$ cat config.mk
export PLATFORM = sky130hd
export DESIGN_NAME = bram1be_requester_flat
export DESIGN_NICKNAME = d
export VERILOG_FILES = /design/src/rtl/bram1be_requester_if.sv /design/src/rtl/bram1be_requester.sv /design/src/flat_wrapper.sv
export SDC_FILE = /design/constraint.sdc
export NUM_CORES = 1
export LEC_CHECK = 0
export ABC_AREA = 1
export CAP_MARGIN = 20
export CORE_MARGIN = 5
export CORE_UTILIZATION = 41
export CTS_CLUSTER_DIAMETER = 60
export CTS_CLUSTER_SIZE = 24
export DETAILED_ROUTE_END_ITERATION = 6
export PLACE_DENSITY = 0.71
export SYNTH_ARGS = -nofsm -noshare
export SYNTH_HDL_FRONTEND = slang
export SYNTH_SLANG_ARGS = --single-unit
$ cat constraint.sdc
create_clock -name CLK -period 3.4 [get_ports CLK]
set_input_delay 0.34 -clock CLK [delete_from_list [all_inputs] [get_ports CLK]]
set_output_delay 0.34 -clock CLK [all_outputs]
set_load 0.02 [all_outputs]
$ cat src/rtl/bram1be_requester_if.sv
// Request/response/RAM-port bundle for bram1be_requester.
// Handshake: a transfer happens on a rising edge where valid & ready are both high; valid never waits on ready, and payload is only meaningful while valid is high.
interface bram1be_requester_if #(
    parameter int ADDR_WIDTH = 1,
    parameter int DATA_WIDTH = 8,
    parameter int WE_WIDTH   = 1
);
    logic                  req_valid;
    logic                  req_ready;
    logic                  req_write;
    logic [ADDR_WIDTH-1:0] req_addr;
    logic [WE_WIDTH-1:0]   req_be;
    logic [DATA_WIDTH-1:0] req_data;
    logic                  resp_valid;
    logic                  resp_ready;
    logic [DATA_WIDTH-1:0] resp_data;
    logic                  bram_en;
    logic [WE_WIDTH-1:0]   bram_we;
    logic [ADDR_WIDTH-1:0] bram_addr;
    logic [DATA_WIDTH-1:0] bram_di;
    logic [DATA_WIDTH-1:0] bram_do;

    modport slave (
        input  req_valid, req_write, req_addr, req_be, req_data, resp_ready, bram_do,
        output req_ready, resp_valid, resp_data, bram_en, bram_we, bram_addr, bram_di
    );

    modport master (
        output req_valid, req_write, req_addr, req_be, req_data, resp_ready, bram_do,
        input  req_ready, resp_valid, resp_data, bram_en, bram_we, bram_addr, bram_di
    );
endinterface

$ cat src/rtl/bram1be_requester.sv
// Drives a byte-enable single-port BRAM from a request stream and returns read data in order;
// a credit counter reserves a response slot for every issued read so the RAM never stalls.
module bram1be_requester #(
    parameter int PIPELINED  = 0,
    parameter int ADDR_WIDTH = 1,
    parameter int DATA_WIDTH = 8,
    parameter int CHUNKSIZE  = 8,
    parameter int WE_WIDTH   = 1,
    parameter int RESP_DEPTH = 4
) (
    input logic CLK,
    input logic RST,
    bram1be_requester_if.slave bus
);
    localparam int LAT = 1 + PIPELINED;
    localparam int PW  = (RESP_DEPTH > 1) ? $clog2(RESP_DEPTH) : 1;
    localparam int CW  = $clog2(RESP_DEPTH) + 1;

    if (DATA_WIDTH != WE_WIDTH * CHUNKSIZE) begin : g_bad_lanes
        $error("DATA_WIDTH must equal WE_WIDTH*CHUNKSIZE");
    end

    logic [CW-1:0]         cnt;
    logic [LAT-1:0]        tag;
    logic [DATA_WIDTH-1:0] fifo_mem [RESP_DEPTH];
    logic [PW:0]           wr_ptr;
    logic [PW:0]           rd_ptr;
    logic                  req_fire;
    logic                  rd_fire;
    logic                  resp_fire;
    logic                  capture;
    logic                  fifo_empty;
    logic                  fifo_full;

    // Credit covers reads in flight plus queued responses, so the FIFO can never overflow.
    assign bus.req_ready = !RST && (cnt < CW'(RESP_DEPTH));
    assign req_fire      = bus.req_valid && bus.req_ready;
    assign rd_fire       = req_fire && !bus.req_write;

    assign bus.bram_en   = req_fire;
    assign bus.bram_we   = (req_fire && bus.req_write) ? bus.req_be : '0;
    assign bus.bram_addr = bus.req_addr;
    assign bus.bram_di   = bus.req_data;

    assign capture        = tag[LAT-1];
    assign fifo_empty     = (wr_ptr == rd_ptr);
    assign fifo_full      = (wr_ptr[PW] != rd_ptr[PW]) && (wr_ptr[PW-1:0] == rd_ptr[PW-1:0]);
    assign bus.resp_valid = !fifo_empty;
    assign bus.resp_data  = fifo_mem[rd_ptr[PW-1:0]];
    assign resp_fire      = bus.resp_valid && bus.resp_ready;

    always_ff @(posedge CLK) begin
        if (RST) begin
            cnt    <= '0;
            tag    <= '0;
            wr_ptr <= '0;
            rd_ptr <= '0;
        end else begin
            // Tag shift tracks which RAM output cycles belong to reads.
            tag <= LAT'({tag, rd_fire});
            if (capture) begin
                wr_ptr <= wr_ptr + (PW+1)'(1);
            end
            if (resp_fire) begin
                rd_ptr <= rd_ptr + (PW+1)'(1);
            end
            case ({rd_fire, resp_fire})
                2'b10:   cnt <= cnt + CW'(1);
                2'b01:   cnt <= cnt - CW'(1);
                default: cnt <= cnt;
            endcase
        end
    end

    always_ff @(posedge CLK) begin
        if (!RST) begin
            assert (!(capture && fifo_full));
            if (capture) begin
                fifo_mem[wr_ptr[PW-1:0]] <= bus.bram_do;
            end
        end
    end
endmodule

$ cat src/flat_wrapper.sv
// flat-port wrapper written by rule: the top's interface ports become plain ports
module bram1be_requester_flat 
#(
    parameter int PIPELINED  = 0,
    parameter int ADDR_WIDTH = 1,
    parameter int DATA_WIDTH = 8,
    parameter int CHUNKSIZE  = 8,
    parameter int WE_WIDTH   = 1,
    parameter int RESP_DEPTH = 4
)
  (CLK, RST, bus_req_valid, bus_req_write, bus_req_addr, bus_req_be, bus_req_data, bus_resp_ready, bus_bram_do, bus_req_ready, bus_resp_valid, bus_resp_data, bus_bram_en, bus_bram_we, bus_bram_addr, bus_bram_di);
  bram1be_requester_if #(.ADDR_WIDTH(ADDR_WIDTH), .DATA_WIDTH(DATA_WIDTH), .WE_WIDTH(WE_WIDTH)) bus_i ();
  input logic CLK;
  input logic RST;
  input wire logic [$bits(bus_i.req_valid)-1:0] bus_req_valid;
  input wire logic [$bits(bus_i.req_write)-1:0] bus_req_write;
  input wire logic [$bits(bus_i.req_addr)-1:0] bus_req_addr;
  input wire logic [$bits(bus_i.req_be)-1:0] bus_req_be;
  input wire logic [$bits(bus_i.req_data)-1:0] bus_req_data;
  input wire logic [$bits(bus_i.resp_ready)-1:0] bus_resp_ready;
  input wire logic [$bits(bus_i.bram_do)-1:0] bus_bram_do;
  output wire logic [$bits(bus_i.req_ready)-1:0] bus_req_ready;
  output wire logic [$bits(bus_i.resp_valid)-1:0] bus_resp_valid;
  output wire logic [$bits(bus_i.resp_data)-1:0] bus_resp_data;
  output wire logic [$bits(bus_i.bram_en)-1:0] bus_bram_en;
  output wire logic [$bits(bus_i.bram_we)-1:0] bus_bram_we;
  output wire logic [$bits(bus_i.bram_addr)-1:0] bus_bram_addr;
  output wire logic [$bits(bus_i.bram_di)-1:0] bus_bram_di;
  assign bus_i.req_valid = bus_req_valid;
  assign bus_i.req_write = bus_req_write;
  assign bus_i.req_addr = bus_req_addr;
  assign bus_i.req_be = bus_req_be;
  assign bus_i.req_data = bus_req_data;
  assign bus_i.resp_ready = bus_resp_ready;
  assign bus_i.bram_do = bus_bram_do;
  assign bus_req_ready = bus_i.req_ready;
  assign bus_resp_valid = bus_i.resp_valid;
  assign bus_resp_data = bus_i.resp_data;
  assign bus_bram_en = bus_i.bram_en;
  assign bus_bram_we = bus_i.bram_we;
  assign bus_bram_addr = bus_i.bram_addr;
  assign bus_bram_di = bus_i.bram_di;
  bram1be_requester #(.PIPELINED(PIPELINED), .ADDR_WIDTH(ADDR_WIDTH), .DATA_WIDTH(DATA_WIDTH), .CHUNKSIZE(CHUNKSIZE), .WE_WIDTH(WE_WIDTH), .RESP_DEPTH(RESP_DEPTH)) u_core (.CLK(CLK), .RST(RST), .bus(bus_i));
endmodule
---- Word-level counts from Yosys, hierarchy flattened ----
Memories as Yosys holds them, arrays and structs flattened. A register that Yosys moved wholly into a read port is not among the register bits.
Index checks and enable logic that the tools add are counted.
word-level totals
  register bits after elaboration ......... 10
  RAM bits ................................ 32
  bits of input ports ..................... 23
  word-level logic and storage cells ...... 29
  memories ................................ 1
operators by class
  add/sub/neg operators ................... 4
  order comparisons ....................... 1
  equality and inequality tests ........... 3
  multiplexer cells ....................... 7
  reduce and logical (&&, ||, !) cells .... 9
memory list
  name             words  width  rd ports  clocked after memory_dff  wr ports  line                     source
  u_core.fifo_mem  4      8      1         1                         1         bram1be_requester.sv:25  logic [DATA_WIDTH-1:0] fifo_mem [RESP_DEPTH];
operators with widths
  kind                                                                count
  3-bit by 1-bit adder with 3-bit output, second input constant       3
  3-bit one-hot mux with 2 select lines                               1
  1-bit logical AND                                                   5
  1-bit 2-to-1 mux                                                    4
  2-bit 2-to-1 mux                                                    2
  3-bit == test                                                       1
  1-bit zero test                                                     3
  3-bit < comparator, second input constant                           1
  3-bit by 1-bit subtractor with 3-bit output, second input constant  1
  2-bit by 1-bit == test with 1-bit output, second input constant     1
  2-bit == test, second input constant                                1
  2-bit nonzero test                                                  1

---- Logic depth before layout (Yosys ltp) ----
Gate-level depths: netlist of run 1.
  depth in word-level cells ............... 6
  mapped depth ............................ 13
  mapped depth without buffers ............ 13

---- Worst setup path after synthesis of run 1 ----
No wires, ideal clock.
  kind .................................... flip-flop to flip-flop
  start ................................... register u_core.wr_ptr[0]
  end ..................................... register u_core.cnt[2]
  arrival ................................. 1.769 ns
  data required time ...................... 3.287 ns
  path slack .............................. 1.518 ns
  stages on the path, launching flop included .. 13
  buffers on the path ..................... 0
  clock period less this slack ............ 1.882 ns
  path through ............................ dfxtp_1 inv_2 nand2_1 nand2_1 nand3_2 and2_1 ha_1 inv_1 fa_1 a21oi_1 o21ai_1 nor2_1 nor2_1
between the ends
  longest elaborated chain between the ends .. 5
ends and longest elaborated chain
  what                                                                         line                     source
  start: declaration                                                           bram1be_requester.sv:26  logic [PW:0] wr_ptr;
  start signal: assignment                                                     bram1be_requester.sv:62  wr_ptr <= wr_ptr + (PW+1)'(1);
  3-bit == test *                                                              bram1be_requester.sv:46  assign fifo_empty = (wr_ptr == rd_ptr);
  1-bit zero test *                                                            bram1be_requester.sv:48  assign bus.resp_valid = !fifo_empty;
  via bus_resp_valid                                                           flat_wrapper.sv:23       output wire logic [$bits(bus_i.resp_valid)-1:0] bus_resp_valid;
  1-bit logical AND *                                                          bram1be_requester.sv:50  assign resp_fire = bus.resp_valid && bus.resp_ready;
  2-bit by 1-bit == test with 1-bit output or 2-bit == test (tied branches)    bram1be_requester.sv:67  case ({rd_fire, resp_fire})
  3-bit one-hot mux with 2 select lines or 2-bit nonzero test (tied branches)  --
  end signal: assignment                                                       bram1be_requester.sv:68  2'b10: cnt <= cnt + CW'(1);
  end signal: assignment                                                       bram1be_requester.sv:69  2'b01: cnt <= cnt - CW'(1);
  end signal: assignment                                                       bram1be_requester.sv:70  default: cnt <= cnt;
  end: declaration                                                             bram1be_requester.sv:23  logic [CW-1:0] cnt;
Mark *: on every way through the listed nets, which the timed path passes. The rest lies on a longest branch.
A chain may end at the register's enable or synchronous reset.

==> results of run 1 <==
layout make-up:
cell class | count | area (µm²) | share of cell area [%]
Sequential cell | 44 | 1200 | 54.1
Multi-Input combinational cell | 98 | 514 | 23.1
Timing Repair Buffer | 25 | 250 | 11.3
Clock buffer | 6 | 82.6 | 3.72
Inverter | 20 | 75.1 | 3.38
Tap cell | 52 | 65.1 | 2.93
Clock inverter | 2 | 33.8 | 1.52
state kept, by name, indices dropped and copies added (netlist names), named ones only:
name             count
u_core.capture       1
u_core.cnt           3
u_core.fifo_mem     32
u_core.rd_ptr        3
u_core.wr_ptr        3
per-stage QoR:
step           total power, W  worst slack [ns]  cells  hold slack [ns]
2_1_floorplan        0.000779              1.52    173            0.412
3_3_place_gp         0.000862              1.21    239            0.437
3_5_place_dp         0.000865              1.09    239            0.443
4_1_cts               0.00126             0.958    247            0.456
5_1_grt               0.00131             0.733    247            0.483
6_report              0.00125             0.982    247            0.457
how the worst max path moves through the flow:
stage | to | slack [ns] | cells past startpoint
detailed placement | u_core.cnt[2] | 1.09 | 12
global route | bus_resp_data[4] | 0.73 | 4
CTS | bus_resp_data[1] | 0.96 | 4
finish | bus_resp_data[5] | 0.98 | 4
global placement | u_core.cnt[2] | 1.21 | 12
floorplan | u_core.cnt[2] | 1.52 | 12
synthesized netlist by cell type, drive strengths merged:
cell type,number,area share (%)
nor2,32,6.4
o22ai,8,2.7
and2,1,0.33
nand2,16,3.2
ha,6,4.0
inv,20,4.0
edfxtp,32,51
a21oi,8,2.1
dfxtp,12,13
buf,11,4.3
xnor2,2,0.94
o21ai,20,5.4
nand3,4,1.3
fa,1,1.1
kinds of logic after synthesis:
logic type	count (synthesis)	synth area share [%]
flip-flops	44	64.2
XOR/XNOR	2	0.937
AND/OR/NAND/NOR	53	11.3
buffers and inverters	31	8.29
AO/OA/AOI/OAI	36	10.2
adder cells (fa/ha/maj)	7	5.08
critical path: cells and delay by family (launching register included):
kind	cells	cell delay [ns]
buf+inv	2	0.80
flops	1	0.66
compound gates	2	0.32
power breakdown:
part | internal, W | leakage [nW] | switching [W]
logic | 0.000105 | 0.375 | 0.000129
clock network | 0.000236 | 0.0588 | 0.000163
registers | 0.000593 | 0.386 | 0.0000246
total | 0.000934 | 0.820 | 0.000318
routing by layer:
metal / vias to the layer above / share of wire, %
met1: 554 / 45
met3: 4 / 7.3
met2: 37 / 46
met5: - / 0
li1: 619 / -
met4: 0 / 0.94
==> flow_metrics.env, run 1 <==
export IMPL_status="finished, final reports clean"
export IMPL_yosys_warnings=0
export IMPL_cts_buffers=5
export IMPL_place_congestion=0.714
export IMPL_worstSetupPathType="reg2out"
export IMPL_power_density_mw_per_mm2=563
export IMPL_final_nets=224
export IMPL_syn_inst=173
export IMPL_min_path_type="reg2reg"
export IMPL_required_ns=3.06
export IMPL_r2r_slack_ns=1.39
export IMPL_slowest_delay_ns=0.66
export IMPL_final_cell_mix="32 x nor2_1, 32 x edfxtp_1, 25 x clkdlybuf4s50_1"
export IMPL_vias_per_cell=4.91
export IMPL_hold_viol=0
export IMPL_setup_violations=0
export IMPL_rows=24
export IMPL_crit_reg2reg_launch="u_core.wr_ptr[0]"
export IMPL_synth_net_count=203
export IMPL_drive_above_1_share_pct=6.67
export IMPL_skew_ns=0.00564
export IMPL_wl_per_cell_um=12.9
export IMPL_grt_pass1_wl_mm=5.38
export IMPL_track_usage_pct=11.3
export IMPL_synth_seq_cells=44
export IMPL_final_min_clock_period_ns=2.42
export IMPL_whs_path_depth=1
export IMPL_cts_sinks=44
export IMPL_ir_drop_uv=231
export IMPL_final_area_mm2=0.00222
export IMPL_timing_rr_end="u_core.cnt[2]"
export IMPL_grt_overflow_total=0
export IMPL_synth_area_mm2=0.00187
export IMPL_crit_path_start_kind="flip-flop"
export IMPL_end_kind="output port"
export IMPL_die_area_mm2=0.00601
export IMPL_portBuffers=25
export IMPL_grt_max_degree=18
export IMPL_arrival_ns=2.08
export IMPL_worstMarginPinSlew_ns=0.809
export IMPL_drtPass1Iterations=4
export IMPL_reg2reg_depth=12
export IMPL_ant_nets=0
export IMPL_place_area_mm2=0.00211
export IMPL_met2_usage_pct=18.3
export IMPL_pin_count=44
export IMPL_cts_setup_buffers=0
export IMPL_insertion_delay_ns=0.29
export IMPL_coreArea_mm2=0.00438
export IMPL_post_route_util_pct=50.7
export IMPL_fill_cells=383
export IMPL_htree_levels=2
export IMPL_antenna_cells=0
export IMPL_die_h_um=77.5
export IMPL_slew_violations=0
export IMPL_antenna_found_initial=0
export IMPL_routed_via_count=1214
export IMPL_holdBufCountCts=0
export IMPL_clk_pin_slew_ns=0.08
export IMPL_grt_setup_unrepaired="no"
export IMPL_slew_headroom_pct=45.9
export IMPL_min_to="u_core.cnt[0]"
export IMPL_die_x_um=77.5
export IMPL_ys_types=18
export IMPL_grt_use_met1_pct=13.4
export IMPL_hpwl_mm=2.19
export IMPL_crit_path_top_delay_cell="dfxtp_1"
export IMPL_leakage_nw=0.820
export IMPL_wl_mm=3.19
export IMPL_cts_resized=0
export IMPL_tritoncts="built"
export IMPL_first_iter_violations=46
export IMPL_post_route_drc_count=0
export IMPL_synthToLayoutAreaGrowth_pct=18.8
export IMPL_cap_violations=0
export IMPL_top_usage_layer="met2"
export IMPL_tns_ns=0
export IMPL_crit_chain="inv_2, o21ai_0, o22ai_1, clkdlybuf4s50_1"
export IMPL_finalCritPeriodShare_pct=71.1
export IMPL_initial_utilization_pct=42.7
export IMPL_cts_root_buffer="clkbuf_8"
export IMPL_fmax_ghz=0.414
export IMPL_seq_area_frac_synth_pct=64.2
export IMPL_syn_area_per_cell_um2=10.8
export IMPL_grt_pass1_vias=1185
export IMPL_cp_max_fo=17
export IMPL_met3_usage_pct=5.32
export IMPL_hold_start="u_core.cnt[0]"
export IMPL_clock_path_buffers=2
(Power assumes the default switching activity.)
==> run 2: changes to the inputs <==
--- a/config.mk
+++ b/config.mk
@@ -12,7 +12,7 @@
 export CTS_CLUSTER_DIAMETER = 60
 export CTS_CLUSTER_SIZE = 24
 export DETAILED_ROUTE_END_ITERATION = 6
-export PLACE_DENSITY = 0.71
+export PLACE_DENSITY = 0.73
 export SYNTH_ARGS = -nofsm -noshare
 export SYNTH_HDL_FRONTEND = slang
 export SYNTH_SLANG_ARGS = --single-unit
==> constraint.sdc (replaced) <==
create_clock -name CLK -period 2 [get_ports CLK]
set_input_delay 0.2 -clock CLK [delete_from_list [all_inputs] [get_ports CLK]]
set_output_delay 0.2 -clock CLK [all_outputs]
set_load 0.02 [all_outputs]
==> flow_metrics.env, run 2 (synthesis gave the netlist of run 1 again) <==
export IMPL_skew_ns=0.0138
export IMPL_antenna_found_initial=0
export IMPL_htree_levels=2
export IMPL_hold_viol=0
export IMPL_initial_utilization_pct=42.7
export IMPL_grt_setup_unrepaired="no"
export IMPL_crit_path_start_kind="flip-flop"
export IMPL_fmax_ghz=0.523
export IMPL_final_min_clock_period_ns=1.91
export IMPL_insertion_delay_ns=0.29
export IMPL_cap_violations=0
export IMPL_tns_ns=0
export IMPL_track_usage_pct=11.2
export IMPL_min_path_type="in2out"
export IMPL_rows=24
export IMPL_die_x_um=77.5
export IMPL_tritoncts="built"
export IMPL_die_h_um=77.5
export IMPL_fill_cells=387
export IMPL_die_area_mm2=0.00601
export IMPL_routed_via_count=1214
export IMPL_synthToLayoutAreaGrowth_pct=23.7
export IMPL_largest_reg_flops=32
export IMPL_worstSetupPathType="reg2out"
export IMPL_multi_input_area_um2=514
export IMPL_grt_max_degree=17
export IMPL_setup_violations=0
export IMPL_grt_pass1_vias=1176
export IMPL_grt_overflow_total=0
export IMPL_ir_drop_uv=491
export IMPL_grt_pass1_wl_mm=5.35
export IMPL_cp_max_fo=7
export IMPL_hpwl_mm=2.27
export IMPL_cts_root_buffer="clkbuf_8"
export IMPL_drtPass1Iterations=4
export IMPL_ant_nets=0
export IMPL_final_nets=233
export IMPL_arrival_ns=1.71
export IMPL_place_ws_ns=0.00848
export IMPL_end_kind="output port"
export IMPL_wl_per_cell_um=12.3
export IMPL_post_route_drc_count=0
export IMPL_wl_mm=3.15
export IMPL_slew_headroom_pct=84.1
export IMPL_worstMarginPinSlew_ns=0.239
export IMPL_drive_above_1_share_pct=14.2
export IMPL_leakage_nw=0.926
export IMPL_cts_setup_buffers=0
export IMPL_final_cell_mix="32 x nor2_1, 32 x edfxtp_1, 19 x clkdlybuf4s50_1"
export IMPL_coreArea_mm2=0.00438
export IMPL_first_iter_violations=39
export IMPL_setup_ws_ns=0.0885
export IMPL_cts_sinks=44
export IMPL_place_congestion=0.723
export IMPL_finalCritPeriodShare_pct=95.6
export IMPL_required_ns=1.80
export IMPL_slew_violations=0
export IMPL_cts_buffers=5
export IMPL_status="finished, final reports clean"
export IMPL_regArea_mm2=0.00122
export IMPL_antenna_cells=0
export IMPL_clock_path_buffers=2
export IMPL_power_density_mw_per_mm2=914
export IMPL_clk_pin_slew_ns=0.08
export IMPL_pin_count=44
export IMPL_vias_per_cell=4.74
export IMPL_portBuffers=25
[run 2: changes by cell type in the layout (fill, tap and decap cells not counted), moves of 3 or more]
| cell | before | now |
|---|---|---|
| buf_4 | 0 | 9 |
| clkdlybuf4s50_1 | 25 | 19 |
| dfxtp_1 | 12 | 6 |
| dlymetal6s2s_1 | 0 | 6 |
| dfxtp_2 | 0 | 3 |
| dfxtp_4 | 0 | 3 |
[run 2: final timing paths]
| kind | cells past startpoint | from | endpoint | slack [ns] |
|---|---|---|---|---|
| max | 4 | flip-flop | bus_resp_data[6] | 0.09 |
| min | 0 | bus_req_data[5] | bus_bram_di[5] | 0.40 |
| max reg2reg | 13 | u_core.wr_ptr[0] | u_core.cnt[2] | 0.24 |
| min reg2reg | 1 | u_core.cnt[0] | u_core.cnt[0] | 0.45 |
[run 2: layout make-up]
cell class                 count  area share (%)
clock buffer                   6            3.14
inverter                      20            3.35
clock inverter                 2            1.51
timing repair buffer          34            14.4
multi-input combinational     98            22.2
sequential                    44            52.6
tap                           52            2.81
[run 2: worst max-delay path, cell delays in order, from the launching register on]
cell	delay (ns)
dfxtp_2	0.42
buf_4	0.15
o21ai_0	0.08
o22ai_1	0.15
clkdlybuf4s50_1	0.62
[run 2: layer usage]
metal	global-route usage [%]	vias to the layer above	wire length, µm	part of all wire, %
met5	0	-	0	0
met4	4.47	0	62	2.0
met3	4.63	10	217	6.9
met2	19.0	35	1500	48
met1	12.5	535	1370	43
li1	-	634	-	-
[run 2: through the flow]
| step | util [%] | area (µm²) | hold slack (ns) | instances | total power [W] |
|---|---|---|---|---|---|
| floorplan | - | 1870 | 0.272 | 173 | 0.00133 |
| global route | 52.8 | 2310 | 0.400 | 256 | 0.00223 |
| CTS | 52.1 | 2280 | 0.400 | 256 | 0.00214 |
| detailed placement | 49.6 | 2170 | 0.400 | 248 | 0.00149 |
| finish | 52.8 | 2310 | 0.400 | 256 | 0.00212 |
| global placement | 49.6 | 2170 | 0.400 | 248 | 0.00149 |
[run 2: timing repair]
item,in CTS,in global routing
endpoints found under the setup margin,8,10
gates cloned,0,0
gates resized for setup,3,15
hold buffers,0,0
pin swaps,0,1
[run 2: power by group]
group / internal (W) / switching, W / total [W]
combinational: 0.000192 / 0.000226 / 0.000419
clock: 0.000370 / 0.000280 / 0.000651
sequential: 0.00101 / 0.0000361 / 0.00105
total: 0.00157 / 0.000542 / 0.00212
==> RTL change, RTL diff (settings of run 2) <==
`RESP_DEPTH` is set to 4 in 2 places; all go to 2.
--- a/src/rtl/bram1be_requester.sv
+++ b/src/rtl/bram1be_requester.sv
@@ -7,5 +7,5 @@
     parameter int CHUNKSIZE  = 8,
     parameter int WE_WIDTH   = 1,
-    parameter int RESP_DEPTH = 4
+    parameter int RESP_DEPTH = 2
 ) (
     input logic CLK,
--- a/src/flat_wrapper.sv
+++ b/src/flat_wrapper.sv
@@ -7,5 +7,5 @@
     parameter int CHUNKSIZE  = 8,
     parameter int WE_WIDTH   = 1,
-    parameter int RESP_DEPTH = 4
+    parameter int RESP_DEPTH = 2
 )
   (CLK, RST, bus_req_valid, bus_req_write, bus_req_addr, bus_req_be, bus_req_data, bus_resp_ready, bus_bram_do, bus_req_ready, bus_resp_valid, bus_resp_data, bus_bram_en, bus_bram_we, bus_bram_addr, bus_bram_di);
Function: changed (a bounded check fails within 4 cycles, from zero or initial values and one cycle with RST high).
==> RTL change against run 2 <==
Area after synthesis decreased by 44%; non-clock buffer count decreased by 6; critical path depth decreased by 2; total power decreased by 57%; final area decreased by 44%; worst setup slack improved by 0.049 ns; sequential cell count decreased by 20; via count decreased by 45%; wire length decreased by 46%; die area decreased by 39%; largest power group unchanged; highest routed layer is now met3.
==> RTL change: results (changes against run 2) <==
CP peak stage delay=0.54 ns (-0.08 ns); Post-Place Setup Slack=0.119 ns (+0.110 ns); Worst EP arrival=1.66 ns (-0.05 ns); clk slew on worst S/H paths=0.12 ns (+0.04 ns); worst slew pin tran=0.238 ns (-0.00103 ns); CTS buffer count=3 (-2); slowest library cell on the worst path=clkdlybuf4s50_1; routed length per instance=12.1 um (-1.8%); worst hold path depth=0 (unchanged); EDFF count, synth=16 (-50%); total negative slack=0 ns (unchanged); total track usage=10.3% (-0.94 points); port bufs=25 (unchanged); warnings from Yosys=0 (unchanged); Clk Latency, worst-skew pair=0.30 ns; Setup-failing EPs final=0 (unchanged); DR vias=666 (-45%); share of post-route cells with drive strength above 1=21.4% (+7.2 points); Post-synth ARST share=0% (unchanged); DP Area=1280 sq um (-41%); Inserted Diodes=0 (unchanged); initial antenna violation count=0 (unchanged); Seq/Total Area, Yosys=61.5% (-2.7 points); hold crit path type=input port to output port; max reg flops=16 (-50%); max-slew violations=0 (unchanged); Max IR drop VDD=346 uV (-29%); Mapped Cells=90 (-48%); crit path max fanout=8 (+1); root buf cell=clkbuf_4; Routed WL=1.72 mm (-46%); R2R cell count=9 (-4); leakage=0.486 nW (-48%); DRT iter0 DRCs=8 (-79%); CTS max path bufs=2 (unchanged); H-tree depth=1 (-1); pin count of the biggest net entering global routing=14 (-3); skew final=0.00365 ns (-0.0101 ns); sw power=215 uW (-60%); syn_nets=114 (-44%); Unique masters post-synth=20 (+2); largest cells by area after synthesis=edfxtp_1 46%, dfxtp_1 15%, mux2_2 8.7%; drt pass-1 iters=3 (-1); status=finished, final reports clean; Synth Flop Type=edfxtp_1; first-pass GRT wire length=2.79 mm (-48%); GPL Wtd Cong=0.706 (-2.4%); vias in the first global route=675 (-43%); NumNets Final=137 (-41%); most frequent cells after synthesis=16 x edfxtp_1, 10 x nand2_1, 9 x buf_4, 9 x inv_1; DP HPWL=1.34 mm (-41%)
RTL change: logic make-up after synthesis:
group	count (synthesis)	synth area share, %
and+or+nand+nor	28	13.1
buffers and inverters	20	10.6
adders and majority gates	1	1.20
xor gates and xnor gates	1	0.841
muxes	8	8.65
AOI/OAI and AO/OA	8	4.09
DFF	24	61.5
RTL change: worst max-delay path, delay by kind of cell, from the launching register on:
family,cells,cell delay (ns)
muxes,1,0.37
DFF,1,0.46
buffers and inverters,1,0.54
RTL change: area by class of cell:
cell class | count | area (sq um)
Clock buffer | 3 | 22.5
Clock inverter | 1 | 3.75
Fill cell | 216 | 1150
Inverter | 10 | 37.5
Multi-Input combinational cell | 46 | 290
Sequential cell | 24 | 642
Tap cell | 30 | 37.5
Timing Repair Buffer | 28 | 273
RTL change: power by group through the flow:
stage	Clock, mW	Combinational [mW]	Sequential, mW
2_1_floorplan	0	0.111	0.561
3_5_place_dp	0	0.153	0.569
4_1_cts	0.215	0.154	0.558
6_report	0.203	0.152	0.558
3_3_place_gp	0	0.148	0.567
5_1_grt	0.238	0.165	0.560
RTL change: metal layers:
metal	track usage [%]	wire [um]	vias up
li1	-	-	334
met1	10.8	685	311
met2	17.7	893	21
met3	4.04	137	0
met4	5.38	0	0
met5	0	0	-
RTL change: what timing repair did:
item,in CTS,in global routing
setup buffers,0,0
resized for setup,1,0
endpoints found under the setup margin,8,0
RTL change: final timing paths:
| kind | slack (ns) | to | from |
|---|---|---|---|
| setup reg to reg | 0.41 | u_core.cnt[1] | u_core.wr_ptr[0] |
| setup / recovery | 0.14 | bus_resp_data[0] | flop |
| hold / removal | 0.40 | bus_bram_di[2] | bus_req_data[2] |
| hold reg to reg | 0.52 | u_core.wr_ptr[1] | u_core.wr_ptr[1] |
